### config.mk
export PLATFORM = sky130hd
export DESIGN_NAME = rr_select_arbiter
export DESIGN_NICKNAME = d
export VERILOG_FILES = /design/src/rtl/rr_select_arbiter.sv
export SDC_FILE = /design/constraint.sdc
export NUM_CORES = 1
export LEC_CHECK = 0
export BUFFER_PORTS_ARGS = -buffer_cell sky130_fd_sc_hd__buf_2
export CAP_MARGIN = 25
export CORE_UTILIZATION = 54
export DETAILED_ROUTE_END_ITERATION = 12
export MAX_ROUTING_LAYER = met4
export PLACE_DENSITY_LB_ADDON = 0.12
export SYNTH_ARGS = -nofsm -noshare
export SYNTH_HDL_FRONTEND = slang
export SYNTH_SLANG_ARGS = --single-unit
### constraint.sdc
create_clock -name i_clk -period 6.45 [get_ports i_clk]
set_input_delay 0.3225 -clock i_clk [delete_from_list [all_inputs] [get_ports i_clk]]
set_output_delay 0.3225 -clock i_clk [all_outputs]
set_load 0.005 [all_outputs]
### src/rtl/rr_select_arbiter.sv
// Round-robin arbiter producing the mux select index. A grant is held for a
// whole (possibly multi-beat) transaction; o_select never leaves 0..NUM_INPUTS-1.
module rr_select_arbiter #(
    parameter int NUM_INPUTS = 4,
    localparam int SELECT_BITS = (NUM_INPUTS > 1) ? $clog2(NUM_INPUTS) : 1
) (
    input  logic                   i_clk,
    input  logic                   i_rst,
    input  logic [NUM_INPUTS-1:0]  i_req,
    input  logic [NUM_INPUTS-1:0]  i_last,
    input  logic                   i_ready,
    output logic [SELECT_BITS-1:0] o_select,
    output logic                   o_valid,
    output logic [NUM_INPUTS-1:0]  o_ack,
    output logic [0:0]             dbg_state,
    output logic [SELECT_BITS-1:0] dbg_ptr
);

    localparam logic [0:0] ST_IDLE  = 1'b0;
    localparam logic [0:0] ST_GRANT = 1'b1;

    logic [0:0]             state;
    logic [SELECT_BITS-1:0] ptr;
    logic [SELECT_BITS-1:0] sel;

    function automatic logic [NUM_INPUTS-1:0] to_onehot(input logic [SELECT_BITS-1:0] idx);
        logic [NUM_INPUTS-1:0] oh;
        oh = '0;
        for (int i = 0; i < NUM_INPUTS; i++) begin
            if (idx == SELECT_BITS'(i)) oh[i] = 1'b1;
        end
        return oh;
    endfunction

    // Explicit wrap so non-power-of-2 sizes never produce an out-of-range index.
    function automatic logic [SELECT_BITS-1:0] wrap_inc(input logic [SELECT_BITS-1:0] x);
        return (x == SELECT_BITS'(NUM_INPUTS - 1)) ? '0 : x + 1'b1;
    endfunction

    logic [NUM_INPUTS-1:0]  sel_onehot;
    logic [SELECT_BITS-1:0] sel_next;
    logic                   req_cur;
    logic                   last_cur;
    logic                   accept;
    logic                   end_txn;
    logic [NUM_INPUTS-1:0]  cand;
    logic [SELECT_BITS-1:0] search_start;
    logic                   found;
    logic [SELECT_BITS-1:0] winner;

    assign sel_onehot = to_onehot(sel);
    assign sel_next   = wrap_inc(sel);
    assign req_cur    = |(i_req & sel_onehot);
    assign last_cur   = |(i_last & sel_onehot);

    // Handshake: a beat transfers on a cycle where o_valid && i_ready are both
    // high; o_ack tells the granted requester its beat was taken that cycle.
    assign o_valid  = (state == ST_GRANT) && req_cur && !i_rst;
    assign accept   = o_valid && i_ready;
    assign o_ack    = accept ? sel_onehot : '0;
    assign end_txn  = (state == ST_GRANT) && (!req_cur || (accept && last_cur));

    // In GRANT the finishing requester is masked and the scan starts just past it.
    assign cand         = (state == ST_GRANT) ? (i_req & ~sel_onehot) : i_req;
    assign search_start = (state == ST_GRANT) ? sel_next : ptr;

    always_comb begin
        logic [SELECT_BITS-1:0] idx;
        idx    = search_start;
        found  = 1'b0;
        winner = search_start;
        for (int k = 0; k < NUM_INPUTS; k++) begin
            if (!found && |(cand & to_onehot(idx))) begin
                found  = 1'b1;
                winner = idx;
            end
            idx = wrap_inc(idx);
        end
    end

    always_ff @(posedge i_clk) begin
        if (i_rst) begin
            state <= ST_IDLE;
            ptr   <= '0;
            sel   <= '0;
        end else begin
            case (state)
                ST_IDLE: begin
                    if (found) begin
                        state <= ST_GRANT;
                        sel   <= winner;
                    end
                end
                ST_GRANT: begin
                    if (end_txn) begin
                        ptr <= sel_next;
                        if (found) sel   <= winner;
                        else       state <= ST_IDLE;
                    end
                end
                default: state <= ST_IDLE;
            endcase
        end
    end

    assign o_select  = sel;
    assign dbg_state = state;
    assign dbg_ptr   = ptr;

endmodule

==> flow_metrics.py <==
metrics = {
    "placed_design": {
        "portBuffers": 20,
        "place.gp.congestion": 0.745,
        "dpl.hpwl_um": 1270,
        "pre_cts_ws_ns": 3.62,
    },
    "clocking": {
        "insertion_delay_ns": 0.25,
        "h-tree-depth": 1,
        "cts_tree": "yes",
        "cts.sinks": 5,
        "cts_resized": 0,
        "cts_buffer_depth": 2,
        "cts_setup_buffers": 0,
        "cts-hold-fix-buffers": 0,
        "cts_buffers": 3,
        "cts.reportedPaths.clkPinSlew_ns": 0.05,
        "root_buffer": "clkbuf_4",
    },
    "global_route": {
        "grt_first_pass_wirelength_um": 2540,
        "grt_max_degree": 11,
        "track_usage_pct": 25.3,
        "grt_pass1_vias": 591,
        "antenna_found_initial": 0,
        "gr-total-overflow": 0,
    },
    "pwr": {
        "cellLeakagePower_nw": 0.432,
        "p_int_w": 0.000246,
        "pwr-share-seq_pct": 14.3,
        "clkPwrFrac_pct": 7.1,
        "power_density_nw_per_um2": 596,
        "switching_share_pct": 52.8,
        "vdd_drop_max_mv": 0.362,
        "combPwrFrac_pct": 78.5,
        "power_switching_w": 0.000275,
    },
    "yosys": {
        "synth_mux_area_share_pct": 2.68,
        "synth-main-ff-cell": "dfxtp_1",
        "synthCells": 87,
        "async_flop_share_pct": 0,
        "synth.avg_cell_area_um2": 8.57,
        "ys_top_cells_by_area": "ha_1 22%, dfxtp_1 13%, a22oi_2 6.7%",
        "synth-seq-cells": 5,
        "syn_area_um2": 746,
        "syn-num-nets": 111,
        "synth_fa_ha_area_share_pct": 21.8,
        "synth_compound_area_share_pct": 37.2,
        "yosys_warnings": 0,
        "synth_top_family_by_area": "compound AO/OA/AOI/OAI gates",
        "synth_xor_area_share_pct": 0,
        "yosysTopAreaCell": "ha_1",
        "synth_top_area_share_pct": 21.8,
        "synth_edf_count": 0,
        "synth-simple-area-share_pct": 20.6,
        "seq_area_frac_synth_pct": 13.4,
        "synth_cell_types": 31,
    },
    "detailed_routing": {
        "dr.pass1.iters": 8,
        "wl_per_cell_um": 12.5,
        "drc": 2,
        "vias_per_cell": 5.44,
        "antenna_left": 0,
        "drtIter0Drc": 15,
        "dr_total_vias": 675,
        "totalWireLength_um": 1550,
    },
    "outcome": {
        "violations": "design-rule violations",
        "status": "complete, but fails checks",
    },
    "worst_setup_path": {
        "timing.rr.end": "o_select[1]",
        "crit_start": "o_select[0]",
        "path_class": "flip-flop to flip-flop",
        "worstPathArrival_ns": 3.01,
        "cp_slowest_cell": "dfxtp_1",
        "max_stage_delay_ns": 0.47,
        "r2r_slack_ns": 3.58,
        "rr_startpoint": "o_select[0]",
        "critical_path_buf_inv_count": 2,
        "crit_chain": "inv_1, ha_1, mux2i_1, inv_1, ha_1, a22oi_2, nand2_2, nor4_2, or2_1, o21ai_1, o21a_1",
        "reg2reg_depth": 11,
        "path_delay_family": "simple AND/OR/NAND/NOR gates",
        "path_max_fanout": 8,
        "crit_required_ns": 6.59,
        "critPathLaunchType": "flip-flop",
        "endpoint_kind": "flip-flop",
    },
    "sta": {
        "whs_ns": 0.352,
        "finalSetupViolations": 0,
        "fin_skew_ns": 0.00529,
        "max_freq_ghz": 0.349,
        "relSlewSlack_pct": 65.6,
        "fin_ws_ns": 3.58,
        "hold_viol": 0,
        "rsz0062_at_grt": "no",
        "tightest_slew_ns": 0.511,
        "fin_crit_sh_pct": 44.5,
        "finalCriticalPeriod_ns": 2.87,
        "slew_viol_final": 0,
        "tns_ns": 0,
    },
    "layout": {
        "final_cell_mix": "20 x buf_2, 13 x ha_1, 8 x nor2_1",
        "layout-drive-gt1-share_pct": 33.9,
        "area.growth.synth_to_final_pct": 17.3,
        "n_antenna_cell": 0,
        "nets": 134,
        "final_common_cell": "buf_2",
    },
    "floorplan": {
        "core_area_um2": 1280,
        "initial_core_util_pct": 58.0,
        "dieHeight_um": 39.2,
        "row_count": 13,
        "die_area_um2": 1530,
        "io_pins": 21,
        "die_w_um": 39.2,
    },
    "worst_hold_path": {
        "min_to": "dbg_ptr[0]",
        "worstHoldPathCells": 2,
        "hp-start": "i_rst",
        "hold_path.class": "primary input to flip-flop",
    },
    "run": {
        "maxCapViolCount": 0,
    },
}
-- metrics by stage --
| stage | instances | util (%) | power (W) | cell area (µm²) |
|---|---|---|---|---|
| 6_report | 124 | 68.1 | 0.000521 | 875 |
| 5_1_grt | 124 | 68.1 | 0.000584 | 875 |
| 3_5_place_dp | 120 | 66.0 | 0.000481 | 848 |
| 4_1_cts | 124 | 68.1 | 0.000521 | 875 |
| 3_3_place_gp | 120 | 66.0 | 0.000478 | 848 |
| 2_1_floorplan | 87 | - | 0.000405 | 746 |
-- cells in the mapped netlist, types with 3 or more instances --
library cell,instances
a22oi_1,6
dfxtp_1,5
nand2_2,3
and2_1,4
a22oi_2,4
nand2_1,3
o21ai_0,4
ha_1,13
a21oi_1,7
nor2_1,8
inv_1,4
-- state kept, by name, summed over array words and instances (netlist names) --
register / cells
dbg_ptr: 2
o_select: 2
dbg_state: 1
-- logic make-up after synthesis --
kind of cell    count (synthesis)
compound gates                 33
simple gates                   28
mux                             2
fa+ha+maj                      13
buf+inv                         6
flops                           5
-- worst max path at each step --
| stage | end | cells past startpoint |
|---|---|---|
| floorplan | o_select[1] | 11 |
| global placement | o_select[1] | 11 |
| detailed placement | o_select[1] | 11 |
| CTS | o_select[1] | 11 |
| global route | o_select[1] | 11 |
| finish | o_select[1] | 11 |
-- area by class of cell --
type | count | area [µm²]
fillers | 119 | 410
repair buffers | 20 | 100
flip-flops and latches | 5 | 100
multi-input cells | 76 | 614
inverters | 4 | 15.0
well taps | 15 | 18.8
clock buffers | 4 | 26.3
-- power groups by stage --
stage	registers (W)	logic (W)	clock network (W)
2_1_floorplan	0.0000629	0.000342	0
3_3_place_gp	0.0000735	0.000404	0
3_5_place_dp	0.0000749	0.000407	0
4_1_cts	0.0000741	0.000409	0.0000378
5_1_grt	0.0000782	0.000465	0.0000416
6_report	0.0000747	0.000409	0.0000372
-- layer usage --
layer  track usage [%]  share of wire (%)  vias up
met2              43.3                 47       19
li1                  -                  -      361
met5                 -                  0        -
met4              2.59                  0        0
met3              10.4                5.0        0
met1              28.3                 48      295
Note: power is estimated with default switching activity, not from simulation.
